<file path="config.mk">
export PLATFORM = sky130hd
export DESIGN_NAME = vga_timing_monitor
export DESIGN_NICKNAME = d
export VERILOG_FILES = /design/src/rtl/vga_timing_monitor.sv
export SDC_FILE = /design/constraint.sdc
export NUM_CORES = 1
export LEC_CHECK = 0
export ABC_AREA = 1
export CAP_MARGIN = 40
export CORE_MARGIN = 1.5
export CORE_UTILIZATION = 50
export CTS_CLUSTER_DIAMETER = 200
export DETAILED_ROUTE_END_ITERATION = 6
export PLACE_DENSITY = 0.83
export SYNTH_ARGS = -nofsm -noshare
export SYNTH_HDL_FRONTEND = slang
export SYNTH_SLANG_ARGS = --single-unit
</file>
<file path="constraint.sdc">
create_clock -name pixelClk -period 6.5 [get_ports pixelClk]
set_input_delay 1.95 -clock pixelClk [delete_from_list [all_inputs] [get_ports pixelClk]]
set_output_delay 1.95 -clock pixelClk [all_outputs]
set_load 0.005 [all_outputs]
</file>
<file path="src/rtl/vga_timing_monitor.sv">
// Receive-side VGA timing monitor: measures line/frame periods from hsync/vsync
// falls, locks after consecutive good frames, and reports active-pixel coordinates.
`timescale 1ns/1ps
module vga_timing_monitor #(
  parameter int unsigned H_TOTAL     = 800,
  parameter int unsigned V_TOTAL     = 525,
  parameter int unsigned LOCK_FRAMES = 2
) (
  input  logic        pixelClk,
  input  logic        rst,
  input  logic        hsync,
  input  logic        vsync,
  input  logic        dataValid,
  output logic [9:0]  pixelX,
  output logic [9:0]  pixelY,
  output logic [10:0] lineLen,
  output logic [9:0]  frameLines,
  output logic        locked,
  output logic        frameStart,
  output logic        timingErr
);

  localparam logic [1:0] SEARCH  = 2'd0;
  localparam logic [1:0] ACQUIRE = 2'd1;
  localparam logic [1:0] LOCKED  = 2'd2;

  localparam int unsigned GW = $clog2(LOCK_FRAMES + 1);

  logic          hsync_prev;
  logic          vsync_prev;
  logic [10:0]   h_count;
  logic [9:0]    v_count;
  logic [1:0]    state;
  logic [GW-1:0] good_frames;
  logic          line_valid;
  logic          frame_bad;
  logic          line_had_dv;

  logic          h_fall;
  logic          v_fall;
  logic [11:0]   line_len_new;
  logic [10:0]   frame_lines_new;
  logic          line_bad;
  logic          frame_len_ok;
  logic [GW:0]   good_inc;

  always_comb begin
    h_fall          = hsync_prev & ~hsync;
    v_fall          = vsync_prev & ~vsync;
    line_len_new    = {1'b0, h_count} + 12'd1;
    frame_lines_new = {1'b0, v_count} + {10'd0, h_fall};
    // A line is bad on a wrong-length hsync period, or once when hsync goes missing
    // long enough for the line counter to hit its ceiling.
    line_bad        = line_valid &
                      ((h_fall & (line_len_new != 12'(H_TOTAL))) |
                       (~h_fall & (h_count == 11'd2046)));
    frame_len_ok    = (frame_lines_new == 11'(V_TOTAL));
    good_inc        = {1'b0, good_frames} + (GW+1)'(1);
  end

  always_ff @(posedge pixelClk or negedge rst) begin
    if (!rst) begin
      hsync_prev  <= 1'b1;
      vsync_prev  <= 1'b1;
      h_count     <= '0;
      v_count     <= '0;
      pixelX      <= '0;
      pixelY      <= '0;
      lineLen     <= '0;
      frameLines  <= '0;
      locked      <= 1'b0;
      frameStart  <= 1'b0;
      timingErr   <= 1'b0;
      state       <= SEARCH;
      good_frames <= '0;
      line_valid  <= 1'b0;
      frame_bad   <= 1'b0;
      line_had_dv <= 1'b0;
    end else begin
      hsync_prev <= hsync;
      vsync_prev <= vsync;
      frameStart <= v_fall;
      timingErr  <= 1'b0;
      locked     <= (state == LOCKED);

      if (h_fall) begin
        lineLen    <= line_len_new[10:0];
        h_count    <= '0;
        line_valid <= 1'b1;
      end else if (h_count != '1) begin
        h_count <= h_count + 11'd1;
      end

      if (v_fall) begin
        frameLines <= frame_lines_new[9:0];
        v_count    <= '0;
      end else if (h_fall && (v_count != '1)) begin
        v_count <= v_count + 10'd1;
      end

      if (h_fall)         pixelX <= '0;
      else if (dataValid) pixelX <= pixelX + 10'd1;

      if (h_fall)         line_had_dv <= 1'b0;
      else if (dataValid) line_had_dv <= 1'b1;

      if (v_fall)                               pixelY <= '0;
      else if (h_fall && (line_had_dv | dataValid)) pixelY <= pixelY + 10'd1;

      case (state)
        SEARCH: begin
          if (v_fall) begin
            state       <= ACQUIRE;
            good_frames <= '0;
            frame_bad   <= 1'b0;
          end
        end
        ACQUIRE: begin
          if (v_fall) begin
            frame_bad <= 1'b0;
            // A bad line coinciding with the vsync fall still spoils this frame.
            if (!frame_bad && !line_bad && frame_len_ok) begin
              if (good_inc == (GW+1)'(LOCK_FRAMES)) begin
                state       <= LOCKED;
                good_frames <= '0;
              end else begin
                good_frames <= good_inc[GW-1:0];
              end
            end else begin
              good_frames <= '0;
            end
          end else if (line_bad) begin
            frame_bad <= 1'b1;
          end
        end
        LOCKED: begin
          if (line_bad || (v_fall && !frame_len_ok)) begin
            timingErr  <= 1'b1;
            state      <= SEARCH;
            line_valid <= 1'b0;
          end
        end
        default: state <= SEARCH;
      endcase
    end
  end

endmodule
</file>
== Word level (Yosys, flattened, before mapping) ==
Cells that the tools add are included.

* Output and inout bits: 44
* Flip-flop bits (word level): 74
* Logic and storage cells: 95
* Input port bits: 5

* Add/subtract/negate cells: 7
* Multiplexer cells: 30
* Equal/unequal tests: 14
* Reduce and logical (&&, ||, !) cells: 18
* Bitwise operators: 10

{| class="wikitable"
|+ Operator list
! operator !! number
|-
| $mux 10 || 6
|-
| $add 10x1->10 const B || 3
|-
| $mux 11 || 2
|-
| $mux 2 || 9
|-
| $add 11x1->12 const B || 1
|-
| $ne 12x10->1 const B || 1
|-
| $add 10x1->11 || 1
|-
| $add 11x1->11 const B || 1
|-
| $eq 11x10->1 const B || 1
|-
| $eq 11x11->1 const B || 1
|-
| $ne 11x11->1 const B || 1
|-
| $mux 1 || 10
|-
| $ne 10x10->1 const B || 1
|-
| $reduce_bool 2->1 || 5
|-
| $ne 2x2->1 const B || 4
|-
| $pmux 2 s3 || 1
|-
| $reduce_and 3->1 || 2
|-
| $and 1x1->1 || 5
|-
| $logic_and 1x1->1 || 5
|-
| $reduce_and 5->1 || 1
|-
| $pmux 2 s2 || 1
|-
| $add 2x1->3 const B || 1
|-
| $eq 3x2->1 const B || 1
|-
| $logic_not 1->1 || 3
|-
| other kinds (9) || 12
|}

== Longest topological paths before layout ==
* Depth after elaboration: 12
* Mapped depth: 20
* Depth with buffers taken out: 19

== Worst setup path after synthesis ==
Ideal clock, no wire load.

* Path type: input-to-reg
* Start point: in hsync
* End point: reg state[0]
* Path slack: 2476 ps
* Data arrival time: 3908 ps
* Cell stages on the path: 19
* Path buffers: 1
* Required time: 6383 ps
* Setup time: 117 ps
* Cell sequence: inv_1 nand2_2 inv_1 clkbuf_1 ha_1 ha_1 inv_1 nor2_4 nand2_1 nand2_2 nand2_1 nor2_2 nand3_2 nor2_2 nand3_1 nand2_1 nand2_1 nand2_1 nand2_1

* Longest elaborated chain between the ends: 11
* Elaborated cells between the ends (all ways): 18
* Those cells by class: add/sub (1); eq/ne (3); bitwise (7); reduce/logical (7)

{| class="wikitable"
|+ Ends and longest elaborated chain
! item !! RTL line !! RTL
|-
| from (decl) || 11 || <nowiki>input logic hsync,</nowiki>
|-
| $not 1->1 * || 48 || <nowiki>h_fall = hsync_prev & ~hsync;</nowiki>
|-
| $and 1x1->1 * || 48 ||
|-
| via h_fall || 39 || <nowiki>logic h_fall;</nowiki>
|-
| parallel branches: the longest is 8 deep, another holds $add 10x1->11 || - ||
|-
| $reduce_and 5->1 (no source line) * || - ||
|-
| to (signal assigned) || 124 || <nowiki>state <= LOCKED;</nowiki>
|-
| to (signal assigned) || 139 || <nowiki>state <= SEARCH;</nowiki>
|-
| to (signal assigned) || 143 || <nowiki>default: state <= SEARCH;</nowiki>
|-
| to (decl) || 33 || <nowiki>logic [1:0] state;</nowiki>
|}

Mark *: on every way through the listed nets, which the timed path passes.
A chain may end at the register's enable or synchronous reset.

== Worst setup path in the final report ==
* Start point: in hsync
* End point: reg state[0]

* Elaborated cells between the ends (all ways): 18
* Those cells by class: add/sub (1); eq/ne (3); bitwise (7); reduce/logical (7)

{| class="wikitable"
|+ RTL lines
! item !! RTL line !! RTL
|-
| $not 1->1 * || 48 ||
|-
| $and 1x1->1 * || 48 ||
|-
| $add 10x1->11 * || 51 || <nowiki>frame_lines_new = {1'b0, v_count} + {10'd0, h_fall};</nowiki>
|-
| via frame_lines_new[1] || 42 || <nowiki>logic [10:0] frame_lines_new;</nowiki>
|-
| $eq 11x10->1 * || 57 || <nowiki>frame_len_ok = (frame_lines_new == 11'(V_TOTAL));</nowiki>
|-
| $logic_not 1->1 || 137 || <nowiki>if (line_bad || (v_fall && !frame_len_ok)) begin</nowiki>
|-
| $logic_and 1x1->1 || 137 ||
|-
| $logic_or 1x1->1 || 137 ||
|-
| $ne 2x1->1 (no source line) || - ||
|-
| $reduce_and 5->1 (no source line) * || - ||
|}

Mark *: on every way through the listed nets, which the timed path passes. The rest lies on a longest branch.

==> impl_summary.log <==
INFO  metric place.detailed.instances = 599
INFO  metric crit_required = 6.75 ns
INFO  metric p_seq_frac = 0.460
INFO  metric met2_routed_wirelength = 3818 um
INFO  metric setup_total_negative_slack = 0 ns
INFO  metric setup_viol = 0
INFO  metric launching_point_of_the_worst_reg2reg_path = hsync_prev
INFO  metric setup_ws = 1.802 ns
INFO  metric type_of_origin_of_the_critical_path = input pin
INFO  metric finalClockSkew = 0.007291 ns
INFO  metric remaining_drc_errors = 0
INFO  metric cts-buffers-inserted = 9
INFO  metric fin_cells = 615
INFO  metric grt_antenna_before_repair = 0
INFO  metric first_pass_grt_wire_length = 13690 um
INFO  metric grt_start_max_net_pins = 45
INFO  metric share_comb_of_total_power = 0.171
INFO  metric netlist_instances = 459
INFO  metric via_count = 3210
INFO  metric detail_route.vias_per_cell = 5.220
INFO  metric post-cts-setup-buffers = 0
INFO  metric maxSlewHeadroom = 0.5337
INFO  metric final_ant_viol_nets = 0
INFO  metric clockPowerShare = 0.369
INFO  metric ctsLongestPathBuffers = 2
INFO  metric drive_above_1_share = 0.1105
INFO  metric leakagePower = 2.106 nW
INFO  metric dr_wl_met3 = 392 um
INFO  metric die_width = 89.63 um
INFO  metric crit_arrival = 4.95 ns
INFO  metric synth_top_cell_by_area = sky130_fd_sc_hd__dfrtp_1
INFO  metric gr-usage-all-layers = 0.2225
INFO  metric holdCritStartpoint = lineLen[7]
INFO  metric post_synth_num_cell_types = 33
INFO  metric clock_pin_slew_on_the_worst_setup_and_hold_paths = 0.07 ns
INFO  metric cap_viol_max_count = 0
INFO  metric clk-insertion-delay-late = 0.36 ns
INFO  metric synthTopCellsByArea = sky130_fd_sc_hd__dfrtp_1, sky130_fd_sc_hd__nand2_1, sky130_fd_sc_hd__inv_1, sky130_fd_sc_hd__o21ai_0, sky130_fd_sc_hd__nand3_1
INFO  metric setup_slack_placement = 1.457 ns
INFO  metric ctsHtreeMaxLevel = 3
INFO  metric hold_violations = 0
INFO  metric cts-hold-fix-buffers = 0
INFO  metric critical_path_class = in2reg
INFO  metric slew_worst_pin = 0.6994 ns
INFO  metric path_max_fanout = 37
INFO  metric synth_warnings = 0
INFO  metric globalRouteOverflowTotal = 0
INFO  metric worst_setup_path_startpoint = hsync
INFO  metric finalWeightedCongestion = 0.8944
INFO  metric route.final.wire_length = 7899 um
INFO  metric numPortBuffers = 48
INFO  metric number_of_clock_sinks_seen_by_cts = 74
INFO  metric status = finished clean
INFO  metric p_per_area = 267.4 nW/um2
INFO  metric drt_first_pass_iters = 4
INFO  metric m1WireLength = 3480 um
INFO  metric yosysTopAreaCellShare = 0.4802
INFO  metric postSynthRegisterBits = 74
INFO  metric end_kind = register
INFO  metric postSynthNetCount = 472
INFO  metric synth.cell_area = 3752 um2
INFO  metric clock_tree_from_tritoncts = yes
INFO  metric io_pins = 49
INFO  metric fmaxAchievable = 212.9 MHz
INFO  metric placed_cell_area = 4322 um2
INFO  metric area_growth_syn_to_layout = 21.94%
INFO  metric postSynthAreaPerCell = 8.175 um2
INFO  metric final.period_utilization = 0.7228
INFO  metric die_h = 89.63 um
INFO  metric hold_class = reg2reg
INFO  metric route.top_layer_used = met4
INFO  metric drt-initial-drc-count = 123
INFO  metric synth.yosys.seq_area_share = 0.4942
INFO  metric rsz_0062_raised_after_global_routing = false
INFO  metric route.detailed.wl_per_inst = 12.84 um
INFO  metric p_int = 0.0008884 W
INFO  metric num_rows = 31
INFO  metric final_nets = 524
INFO  metric cts_resized = 0
INFO  metric initial_utilization = 0.5173
INFO  metric design.die.area = 8034 um2
INFO  metric cts.root.buffer_cell = sky130_fd_sc_hd__clkbuf_8
INFO  metric placeable_core_region = 7253 um2
INFO  metric antenna_cells = 0
INFO  metric detailed_place_hpwl = 5675 um
INFO  metric switchingPower = 0.0003352 W
INFO  metric final_area = 4576 um2
INFO  metric swShare = 0.2740
INFO  metric ir_worst_vdd = 140.6 uV
INFO  metric number_of_global_route_vias_before_repair = 3134
INFO  metric final-max-slew-violation-count = 0
INFO  metric finalCriticalPeriod = 4.698 ns
[stage by stage]
stage | power, W | utilization | hold slack, ns
CTS | 0.001230 | 0.6308 | 0.4953
global placement | 0.0007720 | 0.5958 | 0.4593
floorplan | 0.0006737 | - | 0.4654
global route | 0.001286 | 0.6308 | 0.5051
finish | 0.001224 | 0.6308 | 0.4922
detailed placement | 0.0007820 | 0.5958 | 0.4750
[per-layer routing]
layer  global-route usage  vias to the layer above
met5                    0                        -
met1               0.2768                     1507
met3              0.04388                       20
met2               0.3718                       86
met4               0.1077                        0
li1                     -                     1597
[Yosys cell counts]
cell type                   count
sky130_fd_sc_hd__o21ai_2        1
sky130_fd_sc_hd__clkinv_1       1
sky130_fd_sc_hd__nand4_1        4
sky130_fd_sc_hd__nor2_4         7
sky130_fd_sc_hd__nand3b_1       1
sky130_fd_sc_hd__a2bb2oi_1      2
sky130_fd_sc_hd__nand4_2        1
sky130_fd_sc_hd__mux2i_1        1
sky130_fd_sc_hd__o21ai_0       40
sky130_fd_sc_hd__o21ai_1        5
sky130_fd_sc_hd__nand3_1       32
sky130_fd_sc_hd__xnor2_1        2
sky130_fd_sc_hd__dfstp_2        2
sky130_fd_sc_hd__a31oi_1        5
sky130_fd_sc_hd__and3_1         2
sky130_fd_sc_hd__buf_6          1
sky130_fd_sc_hd__inv_1         59
sky130_fd_sc_hd__clkbuf_1       7
sky130_fd_sc_hd__nand2_4        2
sky130_fd_sc_hd__nor3_1         9
sky130_fd_sc_hd__dfrtp_1       72
sky130_fd_sc_hd__o21ai_4        1
sky130_fd_sc_hd__a21oi_1       23
sky130_fd_sc_hd__nor2_2         9
sky130_fd_sc_hd__a21boi_1       1
sky130_fd_sc_hd__nor2_1        37
sky130_fd_sc_hd__inv_2          1
sky130_fd_sc_hd__nand2_2       11
sky130_fd_sc_hd__ha_1           8
sky130_fd_sc_hd__o22ai_1        1
sky130_fd_sc_hd__nand3_2        4
sky130_fd_sc_hd__nor3_2         1
sky130_fd_sc_hd__nand2_1      106
[area by class of cell]
type	count	area (um2)
clock buffers	12	155.1
clock inverters	4	98.84
fillers	644	2678
inverters	61	229.0
multi-input cells	316	1632
flip-flops and latches	74	1854
well taps	99	123.9
repair buffers	49	483.0
[layout by cell type, fill, tap and decap left out, types with 3 or more instances in the layout]
cell type / netlist / final
sky130_fd_sc_hd__nand2_1: 106 / 106
sky130_fd_sc_hd__dfrtp_1: 72 / 72
sky130_fd_sc_hd__inv_1: 59 / 59
sky130_fd_sc_hd__clkdlybuf4s50_1: 0 / 47
sky130_fd_sc_hd__o21ai_0: 40 / 40
sky130_fd_sc_hd__nor2_1: 37 / 37
sky130_fd_sc_hd__nand3_1: 32 / 32
sky130_fd_sc_hd__a21oi_1: 23 / 23
sky130_fd_sc_hd__nand2_2: 11 / 11
sky130_fd_sc_hd__clkbuf_8: 0 / 11
sky130_fd_sc_hd__nor2_2: 9 / 9
sky130_fd_sc_hd__nor3_1: 9 / 9
sky130_fd_sc_hd__ha_1: 8 / 8
sky130_fd_sc_hd__nor2_4: 7 / 7
sky130_fd_sc_hd__o21ai_1: 5 / 5
sky130_fd_sc_hd__a31oi_1: 5 / 5
sky130_fd_sc_hd__nand3_2: 4 / 4
sky130_fd_sc_hd__nand4_1: 4 / 4
sky130_fd_sc_hd__bufinv_16: 0 / 3
[state kept, by name, summed over array words and instances (netlist names)]
name,flops
h_count,11
lineLen,11
frameLines,10
pixelX,10
pixelY,10
v_count,10
good_frames,2
state,2
frameStart,1
frame_bad,1
hsync_prev,1
line_had_dv,1
line_valid,1
locked,1
timingErr,1
vsync_prev,1
[critical path: stages]
cell and delay [ns]:
sky130_fd_sc_hd__clkdlybuf4s50_1 0.48, sky130_fd_sc_hd__inv_1 0.05, sky130_fd_sc_hd__nand2_2 0.44, sky130_fd_sc_hd__inv_1 0.37, sky130_fd_sc_hd__ha_1 0.34, sky130_fd_sc_hd__ha_1 0.30, sky130_fd_sc_hd__nor2_1 0.11, sky130_fd_sc_hd__nand3_1 0.07
sky130_fd_sc_hd__nor2_1 0.10, sky130_fd_sc_hd__nand2_1 0.10, sky130_fd_sc_hd__nor2_4 0.09, sky130_fd_sc_hd__nand3_2 0.08, sky130_fd_sc_hd__nor2_2 0.11, sky130_fd_sc_hd__nand3_1 0.11, sky130_fd_sc_hd__nand2_1 0.08, sky130_fd_sc_hd__nand2_1 0.05
sky130_fd_sc_hd__nand2_1 0.05, sky130_fd_sc_hd__nand2_1 0.05
[power by group through the flow]
stage	Clock (W)	Sequential [W]	Combinational, W
floorplan	0	0.000564	0.000109
global placement	0	0.000570	0.000202
detailed placement	0	0.000572	0.000210
CTS	0.000455	0.000564	0.000211
global route	0.000472	0.000573	0.000241
finish	0.000452	0.000563	0.000209
[cells by family after synthesis]
logic type,share of synthesized area
compound gates,0.1140
buf+inv,0.07102
fa+ha+maj,0.02668
mux,0.002668
xor+xnor,0.004669
flops,0.4942
simple gates,0.2868
[worst paths after layout]
check	depth (start not counted)	slack [ns]	endpoint
worst max-delay path	18	1.80	state[0]
worst min-delay path	2	0.49	lineLen[7]
worst max register to register	17	3.36	state[0]
worst min register to register	2	0.49	lineLen[7]
max in group asynchronous	2	3.85	frameLines[5]
min in group asynchronous	1	1.63	pixelX[9]
(Power assumes the default switching activity.)
